<file path="config.mk">
export PLATFORM = sky130hd
export DESIGN_NAME = video_fetch_buf
export DESIGN_NICKNAME = d
export VERILOG_FILES = /design/src/rtl/video_pkg.sv /design/src/rtl/video_satcnt.sv /design/src/rtl/video_fetch_buf.sv
export SDC_FILE = /design/constraint.sdc
export NUM_CORES = 1
export LEC_CHECK = 0
export BUFFER_PORTS_ARGS = -buffer_cell sky130_fd_sc_hd__buf_2
export CAP_MARGIN = 25
export CELL_PAD_IN_SITES_DETAIL_PLACEMENT = 1
export CELL_PAD_IN_SITES_GLOBAL_PLACEMENT = 2
export CORE_MARGIN = 3
export CORE_UTILIZATION = 26
export CTS_CLUSTER_SIZE = 10
export DETAILED_ROUTE_END_ITERATION = 10
export PLACE_DENSITY_LB_ADDON = 0.1
export SLEW_MARGIN = 20
export SYNTH_ARGS = -nofsm -noshare
export SYNTH_HDL_FRONTEND = slang
export SYNTH_SLANG_ARGS = --single-unit
</file>
<file path="constraint.sdc">
create_clock -name clk -period 5.4 [get_ports clk]
set_clock_uncertainty 0.15 [all_clocks]
set_input_delay 0.81 -clock clk [delete_from_list [all_inputs] [get_ports clk]]
set_output_delay 0.81 -clock clk [all_outputs]
set_load 0.02 [all_outputs]
</file>
<file path="src/rtl/video_pkg.sv">
// Shared constants and types for the video fetch path.
package video_pkg;

    localparam int VF_WORDS_DEF = 4;
    localparam int VF_DW        = 16;
    localparam int VF_STAT_W    = 8;

    typedef logic [VF_WORDS_DEF*VF_DW-1:0] vf_group_t;

endpackage

</file>
<file path="src/rtl/video_satcnt.sv">
// Generic saturating counter; clear has priority over increment.
module video_satcnt #(
    parameter int W = 8
) (
    input  logic         clk,
    input  logic         rst,
    input  logic         clr,
    input  logic         inc,
    output logic [W-1:0] cnt
);

    logic [W-1:0] cnt_q, cnt_d;

    always_comb begin
        cnt_d = cnt_q;
        if (clr) begin
            cnt_d = '0;
        end else if (inc && (cnt_q != '1)) begin
            cnt_d = cnt_q + 1'b1;
        end
    end

    always_ff @(posedge clk or posedge rst) begin
        if (rst) cnt_q <= '0;
        else     cnt_q <= cnt_d;
    end

    assign cnt = cnt_q;

endmodule

</file>
<file path="src/rtl/video_fetch_buf.sv">
// Double-buffered DRAM word collector feeding the pixel renderer.
// Optional underrun statistics counter under VIDEO_FETCH_STATS_EN.
module video_fetch_buf
    import video_pkg::*;
#(
    parameter int WORDS = VF_WORDS_DEF,
    parameter int DW    = VF_DW
) (
    input  logic                  clk,
    input  logic                  rst,
    input  logic                  fetch_start,
    input  logic                  int_start,
    input  logic                  video_strobe,
    input  logic [DW-1:0]         dram_rddata,
    input  logic                  fetch_sync,
    output logic [WORDS*DW-1:0]   fetch_data,
    output logic                  fetch_valid,
    output logic                  underrun,
    output logic                  overflow,
    output logic [VF_STAT_W-1:0]  ur_count
);

    localparam int CW = $clog2(WORDS) + 1;
    localparam logic [CW-1:0] FULL = CW'(WORDS);
    localparam logic [CW-1:0] LAST = CW'(WORDS - 1);

    logic [DW-1:0]       shadow_q [WORDS];
    logic [DW-1:0]       shadow_d [WORDS];
    logic [CW-1:0]       wcnt_q, wcnt_d;
    logic [WORDS*DW-1:0] fetch_data_q, fetch_data_d;
    logic                fetch_valid_q, fetch_valid_d;
    logic                underrun_q, underrun_d;
    logic                overflow_q, overflow_d;

    logic                complete;
    logic                ur_inc;
    logic [WORDS*DW-1:0] group;

    assign complete = (wcnt_q == FULL) || ((wcnt_q == LAST) && video_strobe);
    assign ur_inc   = fetch_sync && !fetch_start && !complete;

    // The last word bypasses the shadow bank when it arrives with the sync.
    always_comb begin
        group = '0;
        for (int unsigned k = 0; k < WORDS; k++) begin
            if ((k == WORDS - 1) && (wcnt_q == LAST)) begin
                group[DW*k +: DW] = dram_rddata;
            end else begin
                group[DW*k +: DW] = shadow_q[k];
            end
        end
    end

    always_comb begin
        for (int unsigned k = 0; k < WORDS; k++) begin
            shadow_d[k] = shadow_q[k];
        end
        wcnt_d        = wcnt_q;
        fetch_data_d  = fetch_data_q;
        fetch_valid_d = 1'b0;
        underrun_d    = underrun_q;
        overflow_d    = overflow_q;

        if (fetch_start) begin
            wcnt_d     = '0;
            underrun_d = 1'b0;
            overflow_d = 1'b0;
            if (video_strobe) begin
                shadow_d[0] = dram_rddata;
                wcnt_d      = CW'(1);
            end
        end else if (fetch_sync && complete) begin
            fetch_data_d  = group;
            fetch_valid_d = 1'b1;
            wcnt_d        = '0;
            if (video_strobe && (wcnt_q == FULL)) begin
                shadow_d[0] = dram_rddata;
                wcnt_d      = CW'(1);
            end
        end else begin
            if (fetch_sync) begin
                underrun_d = 1'b1;
            end
            if (video_strobe) begin
                if (wcnt_q < FULL) begin
                    for (int unsigned k = 0; k < WORDS; k++) begin
                        if (wcnt_q == CW'(k)) shadow_d[k] = dram_rddata;
                    end
                    wcnt_d = wcnt_q + 1'b1;
                end else begin
                    overflow_d = 1'b1;
                end
            end
        end
    end

    always_ff @(posedge clk or posedge rst) begin
        if (rst) begin
            for (int unsigned k = 0; k < WORDS; k++) begin
                shadow_q[k] <= '0;
            end
            wcnt_q        <= '0;
            fetch_data_q  <= '0;
            fetch_valid_q <= 1'b0;
            underrun_q    <= 1'b0;
            overflow_q    <= 1'b0;
        end else begin
            for (int unsigned k = 0; k < WORDS; k++) begin
                shadow_q[k] <= shadow_d[k];
            end
            wcnt_q        <= wcnt_d;
            fetch_data_q  <= fetch_data_d;
            fetch_valid_q <= fetch_valid_d;
            underrun_q    <= underrun_d;
            overflow_q    <= overflow_d;
        end
    end

    assign fetch_data  = fetch_data_q;
    assign fetch_valid = fetch_valid_q;
    assign underrun    = underrun_q;
    assign overflow    = overflow_q;

`ifdef VIDEO_FETCH_STATS_EN
    video_satcnt #(
        .W(VF_STAT_W)
    ) u_ur_cnt (
        .clk (clk),
        .rst (rst),
        .clr (int_start),
        .inc (ur_inc),
        .cnt (ur_count)
    );
`else
    logic unused_stats;
    assign unused_stats = int_start | ur_inc;
    assign ur_count     = '0;
`endif

endmodule

</file>
==> results.py, run 1 <==
metrics = {
    "setup_path": {
        "cp-start-kind": "flip-flop",
        "cpMostUsedCell": "buf_4",
        "crit_arrival_ns": 3.31,
        "regToRegSetupSlack_ns": 2.23,
        "critPathMaxFanout": 49,
        "worstRegToRegCells": 7,
        "cp_slowest_cell": "ha_1",
        "crit_type": "reg2reg",
        "critPathRequiredTime_ns": 5.54,
        "slowest_delay_ns": 0.61,
        "path_cells": "inv_1 > ha_1 > buf_4 > a22oi_2 > nor3_4 > buf_4 > mux2_2",
        "setup.worst_path.end_class": "flip-flop",
    },
    "power": {
        "p_seq_share_pct": 43.2,
        "p_per_area_mw_per_mm2": 552,
        "leakage_nw": 3.34,
        "vdd_drop_max_mv": 0.216,
        "power_frac_comb_pct": 28.0,
        "switching_share_pct": 32.0,
        "intPower_w": 0.00251,
        "clkPwrFrac_pct": 28.8,
        "switching_power_w": 0.00118,
    },
    "global_routing": {
        "overflow": 0,
        "antenna_found_initial": 0,
        "grt_max_degree": 96,
        "grt_pass1_vias": 3575,
        "grt_usage_pct": 11.7,
        "grt_first_pass_wirelength_um": 20000,
    },
    "run": {
        "maxCapViolations": 0,
    },
    "final_layout": {
        "fin_util_pct": 32.7,
        "final_common_cell": "dfrtp_1",
        "ff_latch_area_mm2": 0.00335,
        "drive_gt1_share_pct": 40.7,
        "diodes": 0,
        "synthToLayoutAreaGrowth_pct": 22.2,
        "multi_input_area_mm2": 0.00190,
        "nets": 510,
        "mostFrequentLayoutCells": "134 x dfrtp_1, 87 x buf_2, 72 x mux2_2",
        "fillers": 2252,
    },
    "yosys": {
        "postSynthAreaPerCell_um2": 14.1,
        "synth_top_cell_area_share_pct": 61.2,
        "netlist_instances": 388,
        "yosysTopAreaCell": "dfrtp_1",
        "yosysSeqAreaShare_pct": 61.2,
        "yosys_warnings": 0,
        "synth_area_mm2": 0.00548,
        "ys_ff_latch": 134,
        "yosys-top-cells-area": "dfrtp_1 61%, mux2_2 15%, mux2i_1 5.8%",
        "yosysUniqueCellTypes": 29,
    },
    "cts": {
        "clock_latency_ns": 0.41,
        "htree_levels": 4,
        "cts_sinks": 134,
        "cts_resized": 0,
        "numCtsBuffers": 17,
        "tritoncts": "done",
        "path_clk_slew_ns": 0.06,
        "clockRootBuffer": "clkbuf_16",
        "post_cts_buffers": 0,
        "cts_hold_buf": 0,
        "clockBufferDepth": 2,
    },
    "detailed_routing": {
        "dr.pass1.iters": 3,
        "vias": 3279,
        "drc_errors": 0,
        "wirelength_um": 12600,
        "viasPerCell": 4.30,
        "wl_per_cell_um": 16.5,
        "ant_nets": 0,
        "drt_iter0_drc": 94,
    },
    "sta": {
        "relSlewSlack_pct": 41.8,
        "hold_ws_ns": 0.330,
        "fmax_ghz": 0.315,
        "worst_slew_pin_slew_ns": 0.872,
        "rsz0062_at_grt": "false",
        "post-route-period-util_pct": 58.8,
        "setup_tns_ns": 0,
        "finalCriticalPeriod_ns": 3.17,
        "setup_viol": 0,
        "finalHoldViolations": 0,
        "report.final.slew_viol_count": 0,
    },
    "place": {
        "io_buffers": 87,
        "dp_hpwl_um": 8140,
        "gp_congestion": 0.689,
    },
    "die": {
        "die_y_um": 151,
        "rows": 52,
        "start_util_pct": 26.7,
        "fp.coreArea_mm2": 0.0205,
        "io_pins": 97,
        "die_w_um": 151,
        "dieArea_mm2": 0.0229,
    },
    "hold_path": {
        "holdPathStages": 1,
        "worstHoldPathType": "reg2reg",
    },
    "outcome": {
        "status": "finished, final reports clean",
    },
}
-- critical path, delay by kind of cell, from the launching register on --
family / cells / cell delay [ns]
AO/OA/AOI/OAI: 1 / 0.16
adder cells (fa/ha/maj): 1 / 0.61
buffers and inverters: 3 / 1.03
flip-flops: 1 / 0.47
multiplexers: 1 / 0.41
AND/OR/NAND/NOR: 1 / 0.14
-- kinds of logic (layout without fill, tap and decap cells) --
kind of cell / after synthesis / count (layout) / share of synthesized area, %
other: 1 / 8 / 0.0684
buffers and inverters: 46 / 143 / 4.59
AO/OA/AOI/OAI: 29 / 29 / 3.47
flip-flops: 134 / 134 / 61.2
multiplexers: 128 / 128 / 25.6
adder cells (fa/ha/maj): 5 / 5 / 1.14
AND/OR/NAND/NOR: 45 / 45 / 3.97
-- synth_stat cells --
master and n:
nor2_1 20, and2_1 1, ha_1 5, conb_1 1, a22oi_2 1, mux2i_1 32, nand2_4 2, buf_4 15
o221ai_1 1, inv_1 23, buf_2 6, o21a_1 1, nor3_4 1, mux2_1 24, a21oi_4 1, mux2_2 72
nand2b_1 1, o211ai_2 1, o21ai_2 1, a32o_1 1, buf_6 2, nand2_1 18, dfrtp_1 134, and4_4 1
nand4_2 1, a31oi_1 1, a21oi_1 17, a21boi_0 1, o21ai_0 3
-- sequential cells by signal, indices dropped and copies added, names as in the netlist --
register / cells
fetch_data: 64
fetch_valid: 1
group: 48
overflow: 1
shadow_q: 16
underrun: 1
wcnt_q: 3
-- worst paths after layout --
check | from | end
worst min-delay path | fetch_data[41]$_DFFE_PP0N_ | fetch_data[41]$_DFFE_PP0N_
worst max register to register | wcnt_q[2]$_DFFE_PP0P_ | fetch_data[25]$_DFFE_PP0N_
worst max-delay path | wcnt_q[2]$_DFFE_PP0P_ | fetch_data[25]$_DFFE_PP0N_
min in group asynchronous | rst | fetch_data[3]$_DFFE_PP0N_
max in group asynchronous | rst | group[9]$_DFFE_PP0P_
worst min register to register | fetch_data[41]$_DFFE_PP0N_ | fetch_data[41]$_DFFE_PP0N_
-- final cells by class --
class                           instances  area share [%]
Clock buffer                           23            7.28
Tap cell                              270            5.04
Timing Repair Buffer                   92            7.12
Clock inverter                          5           0.747
Multi-Input combinational cell        215            28.4
Sequential cell                       134            50.1
Inverter                               23            1.36
-- per-layer routing --
| metal | routed length [um] | share of wire (%) | up-vias | GRT usage (%) |
|---|---|---|---|---|
| li1 | - | - | 1509 | - |
| met1 | 5490 | 44 | 1696 | 14.2 |
| met2 | 6280 | 50 | 63 | 19.4 |
| met3 | 682 | 5.4 | 11 | 4.49 |
| met4 | 131 | 1.0 | 0 | 3.58 |
| met5 | 0 | 0 | - | 0 |
-- power groups by stage --
stage	Clock (W)	Combinational, W	Sequential [W]
after CTS	0.00111	0.00107	0.00160
after floorplan	0	0.000447	0.00185
after global placement	0	0.00104	0.00161
final	0.00107	0.00104	0.00160
after detailed placement	0	0.00106	0.00162
after global routing	0.00116	0.00114	0.00165
-- per-stage QoR --
stage | std cells | total power (W) | area, um2 | worst slack (ns)
6_report | 762 | 0.00370 | 6700 | 2.23
5_1_grt | 762 | 0.00395 | 6700 | 2.01
4_1_cts | 761 | 0.00378 | 6690 | 2.03
3_5_place_dp | 733 | 0.00268 | 6150 | 2.06
3_3_place_gp | 733 | 0.00265 | 6150 | 2.08
2_1_floorplan | 395 | 0.00229 | 5510 | 0.857
Power figures use the tool's default switching activity.
==> run 2: changes to the inputs <==
==> constraint.sdc (replaced) <==
create_clock -name clk -period 2.7 [get_ports clk]
set_clock_uncertainty 0.15 [all_clocks]
set_input_delay 0.405 -clock clk [delete_from_list [all_inputs] [get_ports clk]]
set_output_delay 0.405 -clock clk [all_outputs]
set_load 0.02 [all_outputs]
==> run 2 against run 1 <==
Effect of this change: maximum frequency rose by 34%; largest cell class unchanged; sequential power rose by 99%; cell area rose by 1.4%.
==> results.py, run 2 (synthesized netlist as in run 1, its figures left out) <==
metrics = {
    "detailed_routing": {
        "ant_nets": 0,
        "viasPerCell": 4.26,
        "wirelength_um": 12700,
        "drc_errors": 0,
        "wl_per_cell_um": 16.5,
        "drt_iter0_drc": 127,
        "vias": 3262,
        "dr.pass1.iters": 4,
    },
    "final_layout": {
        "nets": 514,
        "largest_reg_flops": 64,
        "mostFrequentLayoutCells": "134 x dfrtp_1, 87 x buf_2, 72 x mux2_2",
        "drive_gt1_share_pct": 41.1,
        "diodes": 0,
        "final_common_cell": "dfrtp_1",
        "synthToLayoutAreaGrowth_pct": 24.0,
    },
    "die": {
        "io_pins": 97,
        "fp.coreArea_mm2": 0.0205,
        "dieArea_mm2": 0.0229,
        "start_util_pct": 26.7,
        "die_y_um": 151,
        "die_w_um": 151,
        "rows": 52,
    },
    "setup_path": {
        "critPathMaxFanout": 16,
        "cp_slowest_cell": "nand4_2",
        "cp-start-kind": "flip-flop",
        "critPathRequiredTime_ns": 2.84,
        "path_cells": "inv_1 > ha_1 > buf_4 > nand4_2 > mux2_2",
        "setup.worst_path.end_class": "flip-flop",
        "crit_type": "reg2reg",
        "crit_arrival_ns": 2.50,
        "slowest_delay_ns": 0.51,
    },
    "sta": {
        "setup_viol": 0,
        "finalHoldViolations": 0,
        "relSlewSlack_pct": 49.0,
        "fmax_ghz": 0.422,
        "post-route-period-util_pct": 87.7,
        "report.final.slew_viol_count": 0,
        "hold_ws_ns": 0.0398,
        "worst_slew_pin_slew_ns": 0.765,
        "rsz0062_at_grt": "false",
        "finalCriticalPeriod_ns": 2.37,
        "setup_tns_ns": 0,
        "fin_ws_ns": 0.332,
    },
    "cts": {
        "cts_hold_buf": 0,
        "path_clk_slew_ns": 0.06,
        "cts_sinks": 134,
        "htree_levels": 4,
        "clockBufferDepth": 2,
        "clockRootBuffer": "clkbuf_16",
        "clock_latency_ns": 0.41,
        "tritoncts": "done",
        "post_cts_buffers": 0,
        "cts_resized": 0,
        "numCtsBuffers": 17,
    },
    "power": {
        "leakage_nw": 3.37,
        "p_total_w": 0.00755,
        "p_per_area_mw_per_mm2": 1110,
        "vdd_drop_max_mv": 0.429,
    },
    "global_routing": {
        "overflow": 0,
        "grt_pass1_vias": 3635,
        "grt_usage_pct": 11.9,
        "antenna_found_initial": 0,
        "grt_first_pass_wirelength_um": 20300,
        "grt_max_degree": 135,
    },
    "place": {
        "dp_hpwl_um": 8250,
        "gp_congestion": 0.688,
        "io_buffers": 87,
        "preCtsSetupSlack_ns": 0.275,
    },
    "hold_path": {
        "worstHoldPathType": "in2async",
    },
    "run": {
        "maxCapViolations": 0,
    },
    "outcome": {
        "status": "finished, final reports clean",
    },
}
run 2: area by class of cell:
type | count | area [um2]
fillers | 2199 | 13700
repair buffers | 96 | 541
flip-flops and latches | 134 | 3350
clock inverters | 4 | 70.1
multi-input cells | 215 | 1900
clock buffers | 24 | 502
well taps | 270 | 338
inverters | 23 | 90.1
run 2: power by group:
part           internal, W  switching (W)
combinational     0.000903        0.00118
clock              0.00146       0.000814
sequential         0.00280       0.000392
run 2: final timing paths:
path	startpoint	to	slack [ns]	cells past startpoint
setup / recovery	wcnt_q[2]$_DFFE_PP0P_	shadow_q[9]$_DFFE_PP0P_	0.33	5
min in group clk	fetch_start	underrun$_DFFE_PP0P_	0.12	2
hold reg to reg	fetch_data[39]$_DFFE_PP0N_	fetch_data[39]$_DFFE_PP0N_	0.33	1
hold / removal	rst	fetch_data[0]$_DFFE_PP0N_	0.04	3
max in group asynchronous	rst	fetch_data[9]$_DFFE_PP0N_	1.77	3
setup reg to reg	wcnt_q[2]$_DFFE_PP0P_	shadow_q[9]$_DFFE_PP0P_	0.33	5
run 2: critical path: cells and delay by family (launching register included):
kind / cells / cell delay (ns)
adders and majority gates: 1 / 0.26
DFF: 1 / 0.46
and+or+nand+nor: 1 / 0.51
muxes: 1 / 0.48
buffers and inverters: 2 / 0.38
run 2: per-layer routing:
metal / wire length, um / share of wire [%] / track usage (%) / vias to the layer above
li1: - / - / - / 1513
met4: 137 / 1.1 / 4.76 / 0
met1: 5770 / 46 / 15.0 / 1680
met5: 0 / 0 / 0 / -
met2: 6180 / 49 / 19.3 / 61
met3: 572 / 4.5 / 3.32 / 8
run 2: per-stage QoR:
stage	utilization (%)	instances	area, um2
floorplan	-	395	5510
global placement	30.4	738	6220
detailed placement	30.4	738	6220
CTS	33.2	766	6800
global route	33.2	766	6800
finish	33.2	766	6800
